File: config.mk
export PLATFORM = sky130hd
export DESIGN_NAME = muldiv_sequencer_flat
export DESIGN_NICKNAME = d
export VERILOG_FILES = /design/src/rtl/mips_defs.sv /design/src/rtl/muldiv_sequencer_if.sv /design/src/rtl/muldiv_datapath.sv /design/src/rtl/muldiv_sequencer.sv /design/src/flat_wrapper.sv
export SDC_FILE = /design/constraint.sdc
export NUM_CORES = 1
export LEC_CHECK = 0
export ABC_AREA = 1
export CORE_MARGIN = 3
export CORE_UTILIZATION = 40
export CTS_CLUSTER_SIZE = 12
export DETAILED_ROUTE_END_ITERATION = 16
export SYNTH_ARGS = -nofsm -noshare
export SYNTH_HDL_FRONTEND = slang
export SYNTH_SLANG_ARGS = --single-unit
File: constraint.sdc
create_clock -name clk -period 5.3 [get_ports clk]
set_input_delay 1.59 -clock clk [delete_from_list [all_inputs] [get_ports clk]]
set_output_delay 1.59 -clock clk [all_outputs]
set_load 0.03 [all_outputs]
File: src/rtl/mips_defs.sv
// mips_defs: constants shared by the EX-stage control path.
//   ALUOP_RTYPE    : main-control ALUOp value that hands decode to funct
//   F_*            : R-type funct codes handled by the multiply/divide unit
//   md_state_t     : muldiv_sequencer FSM state encoding
//   is_muldiv_funct: true for any funct the multiply/divide unit owns
package mips_defs;

  localparam logic [1:0] ALUOP_RTYPE = 2'b10;

  localparam logic [5:0] F_mfhi  = 6'd16;
  localparam logic [5:0] F_mflo  = 6'd18;
  localparam logic [5:0] F_multu = 6'd25;
  localparam logic [5:0] F_divu  = 6'd27;

  typedef enum logic [1:0] {
    MD_IDLE = 2'd0,
    MD_MUL  = 2'd1,
    MD_DIV  = 2'd2,
    MD_FIN  = 2'd3
  } md_state_t;

  function automatic logic is_muldiv_funct(input logic [5:0] f);
    return (f == F_multu) || (f == F_divu) || (f == F_mfhi) || (f == F_mflo);
  endfunction

endpackage

File: src/rtl/muldiv_sequencer_if.sv
// muldiv_sequencer_if: EX-stage <-> multiply/divide unit connection.
//   master (pipeline): drives ex_valid, ALUOp, funct, src_a, src_b
//   slave  (unit)    : drives busy, done, stall, hilo_rdata, hi, lo, state
//
// Handshake: an instruction is offered whenever ex_valid is high with
// ALUOp == R-type. The unit "accepts" a MULTU/DIVU only on a clock edge in
// which it is idle (stall low); while stall is high the pipeline must hold
// and re-present the same instruction, which is evaluated again the first
// cycle the unit is idle. Any other instruction is never stalled.
// state is a debug view of the sequencer FSM.
interface muldiv_sequencer_if #(
  parameter int WIDTH = 32
);
  import mips_defs::*;

  logic             ex_valid;
  logic [1:0]       ALUOp;
  logic [5:0]       funct;
  logic [WIDTH-1:0] src_a;
  logic [WIDTH-1:0] src_b;

  logic             busy;
  logic             done;
  logic             stall;
  logic [WIDTH-1:0] hilo_rdata;
  logic [WIDTH-1:0] hi;
  logic [WIDTH-1:0] lo;
  md_state_t        state;

  modport master (
    output ex_valid, ALUOp, funct, src_a, src_b,
    input  busy, done, stall, hilo_rdata, hi, lo, state
  );

  modport slave (
    input  ex_valid, ALUOp, funct, src_a, src_b,
    output busy, done, stall, hilo_rdata, hi, lo, state
  );

endinterface

File: src/rtl/muldiv_datapath.sv
// muldiv_datapath: shift registers and shared (WIDTH+1)-bit adder/subtractor
// for the iterative multiply/divide unit.
//   clk, rst        : clock, synchronous active-high reset
//   load            : capture operands (mode_div selects operand placement)
//   step            : perform one iteration
//   mode_div        : 1 = restoring divide step, 0 = shift-add multiply step
//   op_a, op_b      : operands (multiplicand/dividend, multiplier/divisor)
//   hi_nxt, lo_nxt  : register contents after the current step; the
//                     sequencer latches these into HI/LO on the final step
module muldiv_datapath #(
  parameter int WIDTH = 32
) (
  input  logic             clk,
  input  logic             rst,
  input  logic             load,
  input  logic             step,
  input  logic             mode_div,
  input  logic [WIDTH-1:0] op_a,
  input  logic [WIDTH-1:0] op_b,
  output logic [WIDTH-1:0] hi_nxt,
  output logic [WIDTH-1:0] lo_nxt
);

  // acc: product high half / partial remainder
  // sh : multiplier shifting out (low product bits shifting in) /
  //      dividend shifting out (quotient bits shifting in)
  // opnd: multiplicand / divisor
  logic [WIDTH-1:0] acc;
  logic [WIDTH-1:0] sh;
  logic [WIDTH-1:0] opnd;

  logic [WIDTH:0]   x;
  logic [WIDTH:0]   sum;
  logic [WIDTH:0]   sel;
  logic             borrow;
  logic [WIDTH-1:0] acc_nxt;
  logic [WIDTH-1:0] sh_nxt;

  always_comb begin
    x       = mode_div ? {acc, sh[WIDTH-1]} : {1'b0, acc};
    sum     = mode_div ? (x - {1'b0, opnd}) : (x + {1'b0, opnd});
    sel     = '0;
    borrow  = 1'b0;
    acc_nxt = acc;
    sh_nxt  = sh;
    if (mode_div) begin
      // Partial remainder is always < divisor, so a negative trial result
      // shows up as bit WIDTH set: restore by keeping the shifted value.
      borrow  = sum[WIDTH];
      acc_nxt = borrow ? x[WIDTH-1:0] : sum[WIDTH-1:0];
      sh_nxt  = {sh[WIDTH-2:0], ~borrow};
    end else begin
      // Add when the current multiplier bit is set; the carry (bit WIDTH)
      // becomes the new top bit after the right shift.
      sel     = sh[0] ? sum : x;
      acc_nxt = sel[WIDTH:1];
      sh_nxt  = {sel[0], sh[WIDTH-1:1]};
    end
  end

  always_ff @(posedge clk) begin
    if (rst) begin
      acc  <= '0;
      sh   <= '0;
      opnd <= '0;
    end else if (load) begin
      acc  <= '0;
      sh   <= mode_div ? op_a : op_b;
      opnd <= mode_div ? op_b : op_a;
    end else if (step) begin
      acc  <= acc_nxt;
      sh   <= sh_nxt;
    end
  end

  assign hi_nxt = acc_nxt;
  assign lo_nxt = sh_nxt;

endmodule

File: src/rtl/muldiv_sequencer.sv
// muldiv_sequencer: iterative unsigned MULTU/DIVU unit beside the EX-stage
// ALU; owns HI/LO and serves MFHI/MFLO.
//   clk, rst : clock, synchronous active-high reset
//   bus      : muldiv_sequencer_if.slave
//     in : ex_valid, ALUOp, funct, src_a, src_b
//     out: busy  (MUL/DIV/FIN), done (one-cycle pulse in FIN),
//          stall (busy and a muldiv funct is presented),
//          hilo_rdata (HI when funct is MFHI, else LO), hi, lo,
//          state (FSM debug view)
// CNT_W must satisfy 2**CNT_W == WIDTH.
module muldiv_sequencer
  import mips_defs::*;
#(
  parameter int WIDTH = 32,
  parameter int CNT_W = 5
) (
  input logic             clk,
  input logic             rst,
  muldiv_sequencer_if.slave bus
);

  logic is_rtype;
  logic dec_mul;
  logic dec_div;
  logic dec_any;

  assign is_rtype = bus.ex_valid && (bus.ALUOp == ALUOP_RTYPE);
  assign dec_mul  = is_rtype && (bus.funct == F_multu);
  assign dec_div  = is_rtype && (bus.funct == F_divu);
  assign dec_any  = is_rtype && is_muldiv_funct(bus.funct);

  md_state_t        state;
  logic [CNT_W-1:0] cnt;
  logic [WIDTH-1:0] hi_q;
  logic [WIDTH-1:0] lo_q;
  logic             busy_q;
  logic             done_q;

  logic             dp_load;
  logic             dp_step;
  logic             dp_div;
  logic [WIDTH-1:0] dp_hi_nxt;
  logic [WIDTH-1:0] dp_lo_nxt;
  logic             last_iter;

  assign last_iter = (cnt == CNT_W'(WIDTH - 1));
  assign dp_load   = (state == MD_IDLE) && (dec_mul || (dec_div && (bus.src_b != '0)));
  assign dp_step   = (state == MD_MUL) || (state == MD_DIV);
  // In IDLE the mode only steers operand placement at load time.
  assign dp_div    = (state == MD_IDLE) ? dec_div : (state == MD_DIV);

  muldiv_datapath #(
    .WIDTH (WIDTH)
  ) u_datapath (
    .clk      (clk),
    .rst      (rst),
    .load     (dp_load),
    .step     (dp_step),
    .mode_div (dp_div),
    .op_a     (bus.src_a),
    .op_b     (bus.src_b),
    .hi_nxt   (dp_hi_nxt),
    .lo_nxt   (dp_lo_nxt)
  );

  // HI/LO are written only on the edge entering FIN, so they hold steady
  // through MUL/DIV and the result is visible in the same cycle as done.
  always_ff @(posedge clk) begin
    if (rst) begin
      state  <= MD_IDLE;
      cnt    <= '0;
      hi_q   <= '0;
      lo_q   <= '0;
      busy_q <= 1'b0;
      done_q <= 1'b0;
    end else begin
      done_q <= 1'b0;
      case (state)
        MD_IDLE: begin
          if (dec_mul) begin
            state  <= MD_MUL;
            cnt    <= '0;
            busy_q <= 1'b1;
          end else if (dec_div) begin
            busy_q <= 1'b1;
            if (bus.src_b != '0) begin
              state <= MD_DIV;
              cnt   <= '0;
            end else begin
              // Divide by zero finishes immediately with a fixed result.
              state  <= MD_FIN;
              hi_q   <= bus.src_a;
              lo_q   <= '1;
              done_q <= 1'b1;
            end
          end
        end
        MD_MUL, MD_DIV: begin
          cnt <= cnt + CNT_W'(1);
          if (last_iter) begin
            state  <= MD_FIN;
            hi_q   <= dp_hi_nxt;
            lo_q   <= dp_lo_nxt;
            done_q <= 1'b1;
          end
        end
        MD_FIN: begin
          state  <= MD_IDLE;
          busy_q <= 1'b0;
        end
        default: begin
          state  <= MD_IDLE;
          busy_q <= 1'b0;
        end
      endcase
    end
  end

  assign bus.busy       = busy_q;
  assign bus.done       = done_q;
  assign bus.stall      = busy_q && dec_any;
  assign bus.hilo_rdata = (bus.funct == F_mfhi) ? hi_q : lo_q;
  assign bus.hi         = hi_q;
  assign bus.lo         = lo_q;
  assign bus.state      = state;

endmodule

File: src/flat_wrapper.sv
// flat-port wrapper written by rule: the top's interface ports become plain ports
module muldiv_sequencer_flat import mips_defs::*;
#(
  parameter int WIDTH = 32,
  parameter int CNT_W = 5
)
  (clk, rst, bus_ex_valid, bus_ALUOp, bus_funct, bus_src_a, bus_src_b, bus_busy, bus_done, bus_stall, bus_hilo_rdata, bus_hi, bus_lo, bus_state);
  muldiv_sequencer_if #(.WIDTH(WIDTH)) bus_i ();
  input logic clk;
  input logic rst;
  input wire logic [$bits(bus_i.ex_valid)-1:0] bus_ex_valid;
  input wire logic [$bits(bus_i.ALUOp)-1:0] bus_ALUOp;
  input wire logic [$bits(bus_i.funct)-1:0] bus_funct;
  input wire logic [$bits(bus_i.src_a)-1:0] bus_src_a;
  input wire logic [$bits(bus_i.src_b)-1:0] bus_src_b;
  output wire logic [$bits(bus_i.busy)-1:0] bus_busy;
  output wire logic [$bits(bus_i.done)-1:0] bus_done;
  output wire logic [$bits(bus_i.stall)-1:0] bus_stall;
  output wire logic [$bits(bus_i.hilo_rdata)-1:0] bus_hilo_rdata;
  output wire logic [$bits(bus_i.hi)-1:0] bus_hi;
  output wire logic [$bits(bus_i.lo)-1:0] bus_lo;
  output wire logic [$bits(bus_i.state)-1:0] bus_state;
  assign bus_i.ex_valid = bus_ex_valid;
  assign bus_i.ALUOp = bus_ALUOp;
  assign bus_i.funct = bus_funct;
  assign bus_i.src_a = bus_src_a;
  assign bus_i.src_b = bus_src_b;
  assign bus_busy = bus_i.busy;
  assign bus_done = bus_i.done;
  assign bus_stall = bus_i.stall;
  assign bus_hilo_rdata = bus_i.hilo_rdata;
  assign bus_hi = bus_i.hi;
  assign bus_lo = bus_i.lo;
  assign bus_state = bus_i.state;
  muldiv_sequencer #(.WIDTH(WIDTH), .CNT_W(CNT_W)) u_core (.clk(clk), .rst(rst), .bus(bus_i));
endmodule
After elaboration in Yosys (flattened, before gate mapping)
Cells that the tools add are included.

storage, ports and cells
  output and inout bits = 101
  bits in registers = 169
  bits of input ports = 75
  logic and storage cells = 90

cells by class
  equality and inequality tests = 15
  multiplexer cells = 39
  bitwise gates (word level) = 1
  reduce and logical (&&, ||, !) cells = 23
  add/subtract/negate cells = 3

operators by type and width
  operator                                                count
  two-way mux 32 bit                                      16
  one-hot mux 32 bit (2 select lines)                     2
  two-way mux 33 bit                                      3
  adder 33 x 32 -> 33 bit                                 1
  subtractor 33 x 32 -> 33 bit                            1
  nonzero test 32 bit                                     1
  == test 6 x 5 -> 1 bit (second input constant)          4
  two-way mux 5 bit                                       3
  one-hot mux 5 bit (2 select lines)                      1
  two-way mux 1 bit                                       8
  logical AND 1 bit                                       7
  == test 2 bit (second input constant)                   3
  two-way mux 2 bit                                       3
  one-hot mux 2 bit (3 select lines)                      1
  nonzero test 2 bit                                      3
  adder 5 x 1 -> 5 bit (second input constant)            1
  == test 5 bit (second input constant)                   1
  logical OR 1 bit                                        5
  AND reduction 5 bit                                     1
  inequality test 2 x 1 -> 1 bit (second input constant)  2
  inequality test 2 bit (second input constant)           2
  one-hot mux 1 bit (2 select lines)                      2
  AND reduction 2 bit                                     2
  OR reduction 2 bit                                      2
  6 further kinds                                         6

Depth between registers and ports, before layout
Gate-level depths: netlist (run 1).

  word-level depth = 11
  depth in mapped cells = 30

Hierarchy
From an unflattened synthesis (run 1), not the netlist that was laid out.

second synthesis, totals
  cell total of the unflattened synthesis = 2,519
  area total of the unflattened synthesis = 14,402.6 µm²

by module, submodules not included
  module            cells each  sequential area each (µm²)  times used  area an instance (µm²)
  muldiv_datapath   1,800       1,921.8                     1           10,122.2
  muldiv_sequencer  719         1,461.4                     1           4,280.4

Least setup slack after synthesis (run 1)
No wires, ideal clock.

  path type = input port to output port
  start point = in bus_funct[4]
  end point = out bus_hilo_rdata[0]
  arrival time = 2.970 ns
  setup slack = 0.740 ns
  cell stages on the path = 5
  buffers on the path = 1
  data required time = 3.710 ns
  path through = inv_1 > nor2_4 > nand4_1 > clkbuf_1 > o21ai_0

between the ends
  longest elaborated chain between the ends = 2

ends and longest elaborated chain
  what                    RTL line                 text
  start: declaration      flat_wrapper.sv:13       input wire logic [$bits(bus_i.funct)-1:0] bus_funct;
  == test 6 x 5 -> 1 bit  muldiv_sequencer.sv:122  assign bus.hilo_rdata = (bus.funct == F_mfhi) ? hi_q : lo_q;
  two-way mux 32 bit      muldiv_sequencer.sv:122
  end: declaration        flat_wrapper.sv:19       output wire logic [$bits(bus_i.hilo_rdata)-1:0] bus_hilo_rdata;

No other way between the ends.

Final worst setup path (run 1)
  start point = in bus_funct[5]
  end point = out bus_hilo_rdata[24]

Same word-level chain as after synthesis.

==> results.yml, run 1 <==
synth:
  yosysMostFrequentCell: "nand2_1"
  syn_nets: 2408
  yosys_register_bits: 169
  yosysTopAreaCell: "dfxtp_1"
  synth_common_cells: "nand2_1 (714), inv_1 (344), a21oi_1 (207), o21ai_0 (193), dfxtp_1 (169)"
  yosysSeqAreaShare_pct: 25.38
  synthCells: 2293
  synth-edff-count: 0
  synth.avg_cell_area_um2: 5.815
  yosysTopAreaCellShare_pct: 25.38
  synthTopCellsByArea: "dfxtp_1 (25%), nand2_1 (20%), inv_1 (9.7%)"
  synth_top_flop_cell: "dfxtp_1"
  synthDistinctLibCells: 45
  async_flop_share_pct: 0
  yosysWarningCount: 0
  syn_area_mm2: 0.01333
clock_network:
  cts.htree.levels: 4
  cts_tree: "done"
  cts_root_buf: "clkbuf_16"
  cts_hold_buf: 0
  cts.repair.resized: 0
  clock_path_buffers: 2
  cts.clk_slew.worst_paths_ps: 70
  clk-insertion-delay-late_ps: 440
  clock-sinks: 169
  post_cts_buffers: 0
  cts_buffers: 17
timing:
  worst_pin_slew_ps: 771.0
  drv_slew: 0
  timing_hold_violations_final: 0
  relSlewSlack_pct: 48.52
  period_needed_ps: 5100
  fin_crit_sh_pct: 96.23
  max_freq_ghz: 0.1961
  final.setup.worst_slack_ps: 199.9
  tns_ps: 0
  whs_ps: 469.1
  finalSetupViolCount: 0
  clock_skew_ps: 13.52
  rsz0062_at_grt: "false"
finish:
  multi_input_area_mm2: 0.008051
  areaGrowthSynthToFinish_pct: 23.28
  nets: 2581
  n_fill_cell: 3493
  drive_gt1_share_pct: 8.761
  seq_area_mm2: 0.003383
  n_antenna_cell: 0
pwr:
  p_leak_nw: 7.832
  power.density_mw_per_mm2: 558.1
  irDropWorstVdd_mv: 0.3486
worst_setup_path:
  crit_arrival_ps: 3510
  regToRegStartpoint: "u_core.u_datapath.opnd[0]"
  r2r_setup_slack_ps: 1010
  r2r_cells: 26
  path_max_fanout: 26
  start_kind: "input port"
  crit_type: "input port to output pin"
  cp-end-kind: "output pin"
  crit_required_ps: 3710
  r2r_end: "u_core.bus.hi[15]"
die:
  start_util_pct: 40.77
  die_area_mm2: 0.03556
  core_mm2: 0.03270
  rows: 66
  die_y_um: 188.6
  die_w_um: 188.6
  pin_count: 176
global_route:
  grt_pass1_wl_um: 77420
  antenna_found_initial: 0
  track_usage_pct: 26.93
  overflow: 0
  grt_max_degree: 82
  grt_pass1_vias: 14040
routing:
  avgRoutedWirePerCell_um: 16.69
  drc_errors: 0
  num_vias: 15080
  drt_first_pass_iters: 7
  antenna_left: 0
  drt_iter0_drc: 1362
  vias_per_cell: 5.166
  routed_wl_um: 48720
placement:
  io_buffers: 175
  dpl.hpwl_um: 37900
  pre_cts_ws_ps: -75.22
  finalWeightedCongestion: 0.9600
min_path:
  min_from: "u_core.u_datapath.acc[25]"
  hold_path_class: "register to register"
  whs_endpoint: "u_core.u_datapath.acc[25]"
  hold_depth: 2
run_status:
  status: "finished, final reports clean"
flow_run:
  maxCapViolations: 0
==> logic make-up (layout without fill, tap and decap cells) <==
| kind of cell | count (synthesis) | after routing | synth area share [%] |
|---|---|---|---|
| AND/OR/NAND/NOR | 1061 | 1061 | 33.38 |
| buffers and inverters | 485 | 669 | 14.40 |
| XOR/XNOR | 46 | 46 | 3.022 |
| flip-flops | 169 | 169 | 25.38 |
| adder cells (fa/ha/maj) | 40 | 40 | 3.810 |
| AO/OA/AOI/OAI | 492 | 492 | 20.02 |
==> state kept, by name (all words and copies together) (netlist names) <==
name	count
u_core.u_datapath.acc	32
u_core.bus.hi	32
u_core.u_datapath.sh	32
u_core.cnt	5
u_core.u_datapath.opnd	32
u_core.bus.done	1
u_core.bus.lo	32
u_core.bus.state	2
u_core.bus.busy	1
==> layout make-up <==
| class | count | share of cell area [%] |
|---|---|---|
| multi-input combinational | 1639 | 48.98 |
| timing repair buffer | 273 | 15.16 |
| clock inverter | 10 | 0.8906 |
| tap | 442 | 3.365 |
| clock buffer | 20 | 2.657 |
| sequential | 169 | 20.58 |
| inverter | 366 | 8.358 |
==> worst max path at each step <==
stage / cells after the start / startpoint / to
floorplan: 5 / bus_funct[4] / bus_hilo_rdata[0]
global placement: 26 / bus_ex_valid / u_core.bus.hi[21]
detailed placement: 25 / bus_funct[2] / u_core.u_datapath.acc[18]
CTS: 9 / bus_funct[4] / bus_hilo_rdata[20]
global route: 27 / bus_funct[2] / u_core.u_datapath.acc[17]
finish: 10 / bus_funct[5] / bus_hilo_rdata[24]
==> metrics by stage <==
step	cell area [um2]	std cells	utilization (%)	total power, mW
CTS	16430	2918	50.24	9.142
finish	16440	2919	50.26	9.173
global placement	15850	2888	48.46	7.835
global route	16440	2919	50.26	9.911
floorplan	13330	2293	-	5.615
detailed placement	15850	2888	48.46	7.835
==> per-layer routing <==
| metal | up-vias | GRT usage (%) | share of wire, % |
|---|---|---|---|
| met1 | 6841 | 40.71 | 49 |
| met4 | 0 | 6.245 | 1.7 |
| met5 | - | 0 | 0 |
| met2 | 562 | 40.28 | 42 |
| met3 | 51 | 3.870 | 7.7 |
| li1 | 7627 | - | - |
==> report_power, final <==
part           leakage (nW)  switching [mW]  internal, mW  total (mW)
registers              1.37           0.178          1.46        1.64
clock network         0.269           0.537         0.740        1.28
logic                  6.20            4.06          2.20        6.25
total                  7.83            4.77          4.40        9.17
==> placed cells by master, fill, tap and decap left out, drive strengths merged, types with 3 or more instances in the layout <==
master and instances:
clkinvlp 4, o22ai 6, bufinv 3, o211ai 30
nor4 3, o21ai 203, nand3 140, nor2 120
nand3b 9, buf 126, xnor2 13, and2 6
xor2 33, clkbuf 20, a31oi 7, a211oi 30
nor3 21, nand2 729, a21oi 209, ha 39
nand4 17, dfxtp 169, or2 16, clkdlybuf4s50 147
inv 368
==> worst max-delay path, stage by stage <==
cell and delay (ps):
clkdlybuf4s50_1 500, nor2_4 60, buf_4 140, nand4_1 80, buf_4 170, buf_4 260
buf_4 310, nand2_1 100, o21ai_0 90, buf_4 180
(Power assumes the default switching activity.)
==> inputs of run 2 (changes only) <==
CELL_PAD_IN_SITES_DETAIL_PLACEMENT = 0   (was not set)
CELL_PAD_IN_SITES_GLOBAL_PLACEMENT = 1   (was not set)
CORE_UTILIZATION = 30   (was 40)
PLACE_DENSITY_LB_ADDON = 0.1   (was not set)
==> run 2 against run 1 <==
  * Core utilization fell by 11 points
  * Sequential power barely moved
  * Maximum frequency fell by 0.83%
  * Critical path type unchanged
  * Largest power group unchanged
==> results.yml, run 2 (synthesis gave the netlist of run 1 again) <==
clock_network:
  cts_tree: "done"
  clk-insertion-delay-late_ps: 460
  clock-sinks: 169
  cts_buffers: 17
  clock_path_buffers: 2
  cts_hold_buf: 0
  cts_root_buf: "clkbuf_16"
  cts.htree.levels: 4
  cts.clk_slew.worst_paths_ps: 60
finish:
  n_antenna_cell: 0
  areaGrowthSynthToFinish_pct: 27.46
  final_cell_mix: "nand2_1 (709), inv_1 (344), a21oi_1 (205)"
  drive_gt1_share_pct: 11.05
  fin_cells: 3109
  final_util_pct: 39.11
  n_fill_cell: 4859
  final_area_mm2: 0.01699
  nets: 2626
  final_common_cell: "nand2_1"
timing:
  max_freq_ghz: 0.1945
  final.setup.worst_slack_ps: 157.4
  timing_hold_violations_final: 0
  fin_crit_sh_pct: 97.03
  period_needed_ps: 5143
  rsz0062_at_grt: "false"
  clock_skew_ps: 13.87
  finalSetupViolCount: 0
  whs_ps: 467.2
  drv_slew: 0
  relSlewSlack_pct: 35.66
  worst_pin_slew_ps: 965.2
global_route:
  antenna_found_initial: 1
  grt_max_degree: 109
  grt_pass1_vias: 14440
  grt_pass1_wl_um: 83960
  overflow: 0
  track_usage_pct: 22.78
placement:
  dpl_cell_area_mm2: 0.01638
  dpl.cell_count: 3075
  finalWeightedCongestion: 0.8913
  dpl.hpwl_um: 42450
  io_buffers: 175
  pre_cts_ws_ps: -149.5
routing:
  routed_wl_um: 53830
  vias_per_cell: 4.817
  antenna_left: 0
  avgRoutedWirePerCell_um: 17.31
  drt_iter0_drc: 1171
  num_vias: 14980
  drc_errors: 0
  drt_first_pass_iters: 7
pwr:
  power.density_mw_per_mm2: 555.9
  seq_power_share_pct: 17.3
  clkPwrFrac_pct: 13.3
  p_leak_nw: 8.079
  switchingPower_mw: 4.947
  internal_power_mw: 4.501
  irDropWorstVdd_mv: 0.3367
  power_frac_comb_pct: 69.4
  swShare_pct: 52.36
die:
  core_mm2: 0.04346
  rows: 76
  die_w_um: 216.8
  die_area_mm2: 0.04701
  pin_count: 176
  start_util_pct: 30.68
  die_y_um: 216.8
worst_setup_path:
  slowest_delay_ps: 710
  start_kind: "input port"
  crit_path_frequent_cell: "clkdlybuf4s50_1"
  slowest_stage: "clkdlybuf4s50_1"
  crit_arrival_ps: 3550
  cp-end-kind: "output pin"
  path_cells: "clkdlybuf4s50_1, inv_1, nor2_4, buf_4, nand4_1, buf_12, o21ai_0, clkdlybuf4s50_1"
  crit_type: "input port to output pin"
  crit_required_ps: 3710
  path_max_fanout: 20
  r2r_cells: 26
min_path:
  hold_path_class: "register to register"
  hold_depth: 2
run_status:
  status: "finished, final reports clean"
flow_run:
  maxCapViolations: 0
## run 2: power groups by stage
stage	combinational, mW	clock, mW	sequential [mW]
final	6.56	1.25	1.64
after global routing	7.26	1.34	1.66
after CTS	6.56	1.29	1.63
after detailed placement	6.53	0	1.65
after global placement	6.55	0	1.66
after floorplan	3.71	0	1.91
## run 2: critical path: cells and delay by family
kind            cells  cell delay [ps]
compound gates      1              170
buf+inv             5             1550
simple gates        2              240
## run 2: through the flow
step	TNS [ps]	total power, mW
after floorplan	0	5.615
after global placement	-2858	8.211
after detailed placement	-3525	8.181
after CTS	0	9.485
after global routing	0	10.26
final	0	9.448
## run 2: final timing paths
path                              from                   endpoint  slack [ps]
min reg2reg  u_core.u_datapath.acc[25]  u_core.u_datapath.acc[25]         470
max reg2reg  u_core.u_datapath.opnd[0]           u_core.bus.hi[7]        1050
max                       bus_funct[4]         bus_hilo_rdata[17]         160
min          u_core.u_datapath.acc[25]  u_core.u_datapath.acc[25]         470
## run 2: routing by layer
layer  GRT usage, %  part of all wire, %
met5              0                0.024
met4          5.392                  1.3
met3          2.960                  4.8
met2          34.03                   42
met1          34.57                   52
## run 2: repair_timing
action                                  4_1_cts  5_1_grt
resized for setup                             0        9
buffers inserted                              0        2
endpoints found under the setup margin        0       59
## run 2: final cells by class
class                           count  area [um2]  area share [%]
Multi-Input combinational cell   1639        8079           47.54
Clock buffer                       17       425.4           2.503
Inverter                          366        1374           8.084
Tap cell                          585       732.0           4.307
Timing Repair Buffer              318        2858           16.82
Clock inverter                     15       142.6          0.8393
Sequential cell                   169        3383           19.91
